**src/rtl/cube_button_ctrl.sv**
```systemverilog
// cube_button_ctrl: user-input controller for the 4x4x4 LED cube.
// Generates the debouncer sample tick, latches next/prev/run-pause release pulses,
// arbitrates them round-robin and applies one event at a time, with a hold-off
// window of sample ticks between events.
// Optional feature: define CUBE_AUTO_CYCLE_EN to advance the mode automatically
// every AUTO_TICKS sample ticks while running and idle.
module cube_button_ctrl #(
    parameter int unsigned CLK_DIV       = 50000,
    parameter int unsigned NUM_MODES     = 8,
    parameter int unsigned HOLDOFF_TICKS = 4,
    parameter int unsigned AUTO_TICKS    = 200,
    localparam int unsigned MW           = (NUM_MODES > 2) ? $clog2(NUM_MODES) : 1
) (
    input  logic          clk,
    input  logic          rst,
    input  logic [2:0]    btn_pulse,
    output logic          sample_tick,
    output logic [MW-1:0] mode,
    output logic          running,
    output logic          mode_changed,
    output logic          busy
);

    localparam int unsigned DIV_W  = $clog2(CLK_DIV);
    localparam int unsigned HOLD_W = (HOLDOFF_TICKS > 1) ? $clog2(HOLDOFF_TICKS) : 1;

    localparam logic [DIV_W-1:0]  DivLast  = DIV_W'(CLK_DIV - 1);
    localparam logic [MW-1:0]     ModeLast = MW'(NUM_MODES - 1);
    localparam logic [HOLD_W-1:0] HoldLast =
        HOLD_W'((HOLDOFF_TICKS > 0) ? HOLDOFF_TICKS - 1 : 0);

    // Grant codes double as button indices.
    localparam logic [1:0] GntNext = 2'd0;
    localparam logic [1:0] GntPrev = 2'd1;
    localparam logic [1:0] GntRun  = 2'd2;

    // Reject nonsensical parameter sets at elaboration.
    if (CLK_DIV < 2 || NUM_MODES < 2 || AUTO_TICKS < 1) begin : g_param_check
        $error("cube_button_ctrl: illegal parameter value");
    end

    typedef enum logic [1:0] {
        StIdle,
        StApply,
        StHoldoff
    } state_e;

    state_e            state_q;
    logic [DIV_W-1:0]  div_cnt_q;
    logic [2:0]        pending_q;
    logic [1:0]        rr_ptr_q;
    logic [1:0]        gnt_q;
    logic [HOLD_W-1:0] hold_cnt_q;
    logic [MW-1:0]     mode_q;
    logic              running_q;
    logic              mode_changed_q;

    logic              gnt_valid;
    logic [1:0]        gnt_idx;
    logic [2:0]        pend_clr;

    assign sample_tick  = (div_cnt_q == DivLast);
    assign mode         = mode_q;
    assign running      = running_q;
    assign mode_changed = mode_changed_q;
    assign busy         = (state_q != StIdle);

`ifdef CUBE_AUTO_CYCLE_EN
    localparam int unsigned AUTO_W = $clog2(AUTO_TICKS + 1);
    localparam logic [AUTO_W-1:0] AutoLast = AUTO_W'(AUTO_TICKS);

    logic [AUTO_W-1:0] auto_cnt_q;
    logic              auto_fire;

    // Auto advance only when no button event is waiting (buttons win).
    assign auto_fire = running_q && (pending_q == 3'b000) && (auto_cnt_q == AutoLast);

    // Auto-advance timer: counts idle ticks while running, restarts on applied next/prev.
    always_ff @(posedge clk) begin
        if (rst) begin
            auto_cnt_q <= '0;
        end else if (state_q == StApply && gnt_q != GntRun) begin
            auto_cnt_q <= '0;
        end else if (state_q == StIdle && running_q && sample_tick && auto_cnt_q != AutoLast) begin
            auto_cnt_q <= auto_cnt_q + AUTO_W'(1);
        end
    end
`else
    // No auto timer: mode moves only on button events, running is a plain flag.
`endif

    // Free-running sample tick divider, independent of the FSM.
    always_ff @(posedge clk) begin
        if (rst || sample_tick) begin
            div_cnt_q <= '0;
        end else begin
            div_cnt_q <= div_cnt_q + DIV_W'(1);
        end
    end

    // Round-robin pick: first pending requester at or after rr_ptr, wrapping 2->0.
    always_comb begin
        gnt_valid = 1'b0;
        gnt_idx   = 2'd0;
        for (int unsigned k = 0; k < 3; k++) begin
            logic [1:0] cand;
            cand = 2'((32'(rr_ptr_q) + k) % 3);
            if (!gnt_valid && pending_q[cand]) begin
                gnt_valid = 1'b1;
                gnt_idx   = cand;
            end
        end
    end

    // Pending bit of the granted button is dropped as the grant is taken.
    always_comb begin
        pend_clr = 3'b000;
        if (state_q == StIdle && gnt_valid) begin
            pend_clr[gnt_idx] = 1'b1;
        end
    end

    // Event FSM: latch pulses, grant, apply one event, then sit out the hold-off.
    always_ff @(posedge clk) begin
        if (rst) begin
            state_q        <= StIdle;
            pending_q      <= 3'b000;
            rr_ptr_q       <= 2'd0;
            gnt_q          <= 2'd0;
            hold_cnt_q     <= '0;
            mode_q         <= '0;
            running_q      <= 1'b1;
            mode_changed_q <= 1'b0;
        end else begin
            // A new pulse on the same edge as its clear is kept.
            pending_q      <= (pending_q & ~pend_clr) | btn_pulse;
            mode_changed_q <= 1'b0;

            unique case (state_q)
                StIdle: begin
                    if (gnt_valid) begin
                        gnt_q    <= gnt_idx;
                        rr_ptr_q <= (gnt_idx == 2'd2) ? 2'd0 : gnt_idx + 2'd1;
                        state_q  <= StApply;
                    end
`ifdef CUBE_AUTO_CYCLE_EN
                    else if (auto_fire) begin
                        gnt_q   <= GntNext;
                        state_q <= StApply;
                    end
`endif
                end

                StApply: begin
                    unique case (gnt_q)
                        GntNext: begin
                            mode_q         <= (mode_q == ModeLast) ? '0 : mode_q + MW'(1);
                            mode_changed_q <= 1'b1;
                        end
                        GntPrev: begin
                            mode_q         <= (mode_q == '0) ? ModeLast : mode_q - MW'(1);
                            mode_changed_q <= 1'b1;
                        end
                        default: begin
                            running_q <= ~running_q;
                        end
                    endcase
                    hold_cnt_q <= '0;
                    state_q    <= (HOLDOFF_TICKS == 0) ? StIdle : StHoldoff;
                end

                StHoldoff: begin
                    if (sample_tick) begin
                        if (hold_cnt_q == HoldLast) begin
                            hold_cnt_q <= '0;
                            state_q    <= StIdle;
                        end else begin
                            hold_cnt_q <= hold_cnt_q + HOLD_W'(1);
                        end
                    end
                end

                default: begin
                    state_q <= StIdle;
                end
            endcase
        end
    end

endmodule

```
**config.mk**
```make
export PLATFORM = sky130hd
export DESIGN_NAME = cube_button_ctrl
export DESIGN_NICKNAME = d
export VERILOG_FILES = /design/src/rtl/cube_button_ctrl.sv
export SDC_FILE = /design/constraint.sdc
export NUM_CORES = 1
export LEC_CHECK = 0
export CAP_MARGIN = 0
export CORE_MARGIN = 10
export CORE_UTILIZATION = 42
export DETAILED_ROUTE_END_ITERATION = 8
export SKIP_CTS_REPAIR_TIMING = 1
export SLEW_MARGIN = 20
export SYNTH_ARGS = -nofsm -noshare
export SYNTH_HDL_FRONTEND = slang
export SYNTH_SLANG_ARGS = --single-unit
```
**constraint.sdc**
```tcl
create_clock -name clk -period 4.1 [get_ports clk]
set_input_delay 1.025 -clock clk [delete_from_list [all_inputs] [get_ports clk]]
set_output_delay 1.025 -clock clk [all_outputs]
set_load 0.02 [all_outputs]
```
==> flow_summary.ini <==
[placement]
gpl.final_weighted_congestion = 0.777
dpl_worst_slack_ns = 1.33
post-dp-hpwl_um = 2310
numPortBuffers = 11

[synth]
synth_cell_type_count = 43
syn_area_um2 = 1660
ys_seq_elements = 32
netlist_instances = 193
synthesis.nets = 208
synth_warnings = 0
synth.avg_cell_area_um2 = 8.60
asyncSetResetFlopFracSynth_pct = 0
yosysSeqAreaShare_pct = 38.6
top_flip_flop_cell_by_instance_count_after_synthesis = sky130_fd_sc_hd__dfxtp_1
number_of_enable_type_register_cells_in_the_synthesized_netlist = 0

[floorplan]
chipWidth_um = 82.9
io-pin-count = 12
fp.dieH_um = 82.9
dieArea_um2 = 6870
placement_rows = 22
initial_standard_cell_utilization_of_the_core_pct = 44.4
placeableCoreArea_um2 = 3740

[final_layout]
antenna_diode_count = 0
share_of_post_route_cells_with_drive_strength_above_1_pct = 5.85
final_common_cell = sky130_fd_sc_hd__dfxtp_1
num-nets-final = 219
mostFrequentLayoutCells = sky130_fd_sc_hd__dfxtp_1, sky130_fd_sc_hd__nor2_1, sky130_fd_sc_hd__a21oi_1
area_growth_pct = 14.0

[routing]
routed-via-count = 1342
wl_per_cell_um = 12.7
postRouteAntennaNets = 0
via_per_inst = 5.30
post_detailed_routing_wire_length_um = 3200
drtIter0Drc = 80
drt-pass1-iter-count = 4
drc_errors = 0

[cts]
tritoncts = yes
numCtsBuffers = 5
total_clock_sinks = 32
cts_max_path_buffers = 2
cts.clk_slew.worst_paths_ns = 0.06
cts.htree.levels = 2
ctsRootBufferMaster = sky130_fd_sc_hd__clkbuf_8
worst_skew_pair.late_latency_ns = 0.28

[global_route]
globalRouteOverflowTotal = 0
vias_in_the_first_global_route = 1262
antenna_found_initial = 0
grt_first_pass_wirelength_um = 5510
grt_max_degree = 17
global_route.usage.total_pct = 9.35

[power]
vdd_ir_drop_max_uv = 256
power.leakage_nw = 0.725
power-per-cell-area_nw_per_um2 = 550

[worst_setup_path]
timing.critical_path.arrival_ns = 2.03
critPathKind = register to primary output
worst_ep_required_time_ns = 3.07
endpoint_kind = primary output
critical_path.max_fanout = 6
startpoint_type = register

[outcome]
run_status = completed

[timing]
post-route-worst-setup-slack_ns = 1.04
grt_setup_unrepaired = false
timing.final.crit_period_ns = 3.06
achievable-frequency_ghz = 0.327
finalClockSkew_ns = 0.00851
hold_viol_final = 0
tns_ns = 0
max_slew.worst_pin.slew_ns = 0.823
layout_worst_path_cycle_share_pct = 74.6
max-slew-margin-rel_pct = 45.2
number_of_max_slew_violations_in_the_final_report = 0
setup_viol = 0

[hold_path]
hold_path_class = register to register

[job]
drv.max_cap_violation_count = 0
sequential cells by signal, summed over array words and instances (netlist names):
name	count
mode_changed	1
running	1
gnt_q	2
state_q	2
hold_cnt_q	2
pending_q	3
div_cnt_q	16
rr_ptr_q	2
mode	3
logic make-up after synthesis:
group | after synthesis | share of synthesized area, %
XOR/XNOR | 15 | 7.91
AO/OA/AOI/OAI | 34 | 14.5
multiplexers | 2 | 1.21
flip-flops | 32 | 38.6
AND/OR/NAND/NOR | 82 | 26.0
buffers and inverters | 18 | 4.29
adder cells (fa/ha/maj) | 10 | 7.54
area by class of cell:
class                           count  area, um^2
Fill cell                         380        1850
Inverter                           11        41.3
Sequential cell                    32         641
Timing Repair Buffer               11         110
Tap cell                           48        60.1
Clock inverter                      2        10.0
Clock buffer                        6        82.6
Multi-Input combinational cell    143         948
path summary, 6_finish.rpt:
| kind | from | endpoint | slack (ns) | cells past startpoint |
|---|---|---|---|---|
| worst max-delay path | div_cnt_q[0]$_SDFF_PP0_ | sample_tick | 1.04 | 4 |
| worst min-delay path | div_cnt_q[0]$_SDFF_PP0_ | div_cnt_q[0]$_SDFF_PP0_ | 0.46 | 1 |
| worst max register to register | rr_ptr_q[1]$_SDFFE_PP0P_ | rr_ptr_q[0]$_SDFFE_PP0P_ | 1.74 | 7 |
| worst min register to register | div_cnt_q[0]$_SDFF_PP0_ | div_cnt_q[0]$_SDFF_PP0_ | 0.46 | 1 |
per-layer routing:
layer  share of wire, %  global-route usage [%]  wire length [um]
met4                1.6                    5.54                50
met5                  0                       0                 0
met3                4.9                    3.03               157
met2                 47                    14.5              1490
met1                 47                    10.9              1500
critical path, cell delays in order (launching register included):
cell and delay [ns]:
sky130_fd_sc_hd__dfxtp_1 0.37, sky130_fd_sc_hd__ha_1 0.22, sky130_fd_sc_hd__and3_1 0.22, sky130_fd_sc_hd__and4_1 0.30
sky130_fd_sc_hd__clkdlybuf4s50_1 0.64
power breakdown:
part | internal [mW] | total (mW) | leakage [nW] | switching (mW)
clock | 0.134 | 0.247 | 0.0510 | 0.113
sequential | 0.354 | 0.405 | 0.261 | 0.0508
combinational | 0.174 | 0.388 | 0.413 | 0.214
per-stage QoR:
step	utilization, %	instances	power [mW]	hold WS, ns	cell area, um^2
6_report	50.6	253	1.04	0.464	1890
5_1_grt	50.6	253	1.12	0.493	1890
3_5_place_dp	48.1	245	0.799	0.457	1800
4_1_cts	50.6	253	1.05	0.472	1890
3_3_place_gp	48.1	245	0.789	0.439	1800
2_1_floorplan	-	193	0.697	0.426	1660
cells in the mapped netlist, drive strengths merged (5+ instances only):
library cell,instances,area [um^2]
inv,11,41.3
nand2,11,41.3
nand3,7,35.0
and3,5,31.3
nor2,29,109
ha,10,125
xor2,9,78.8
dfxtp,32,641
nand2b,5,31.3
xnor2,6,52.6
a21oi,13,68.8
(Power assumes the default switching activity.)
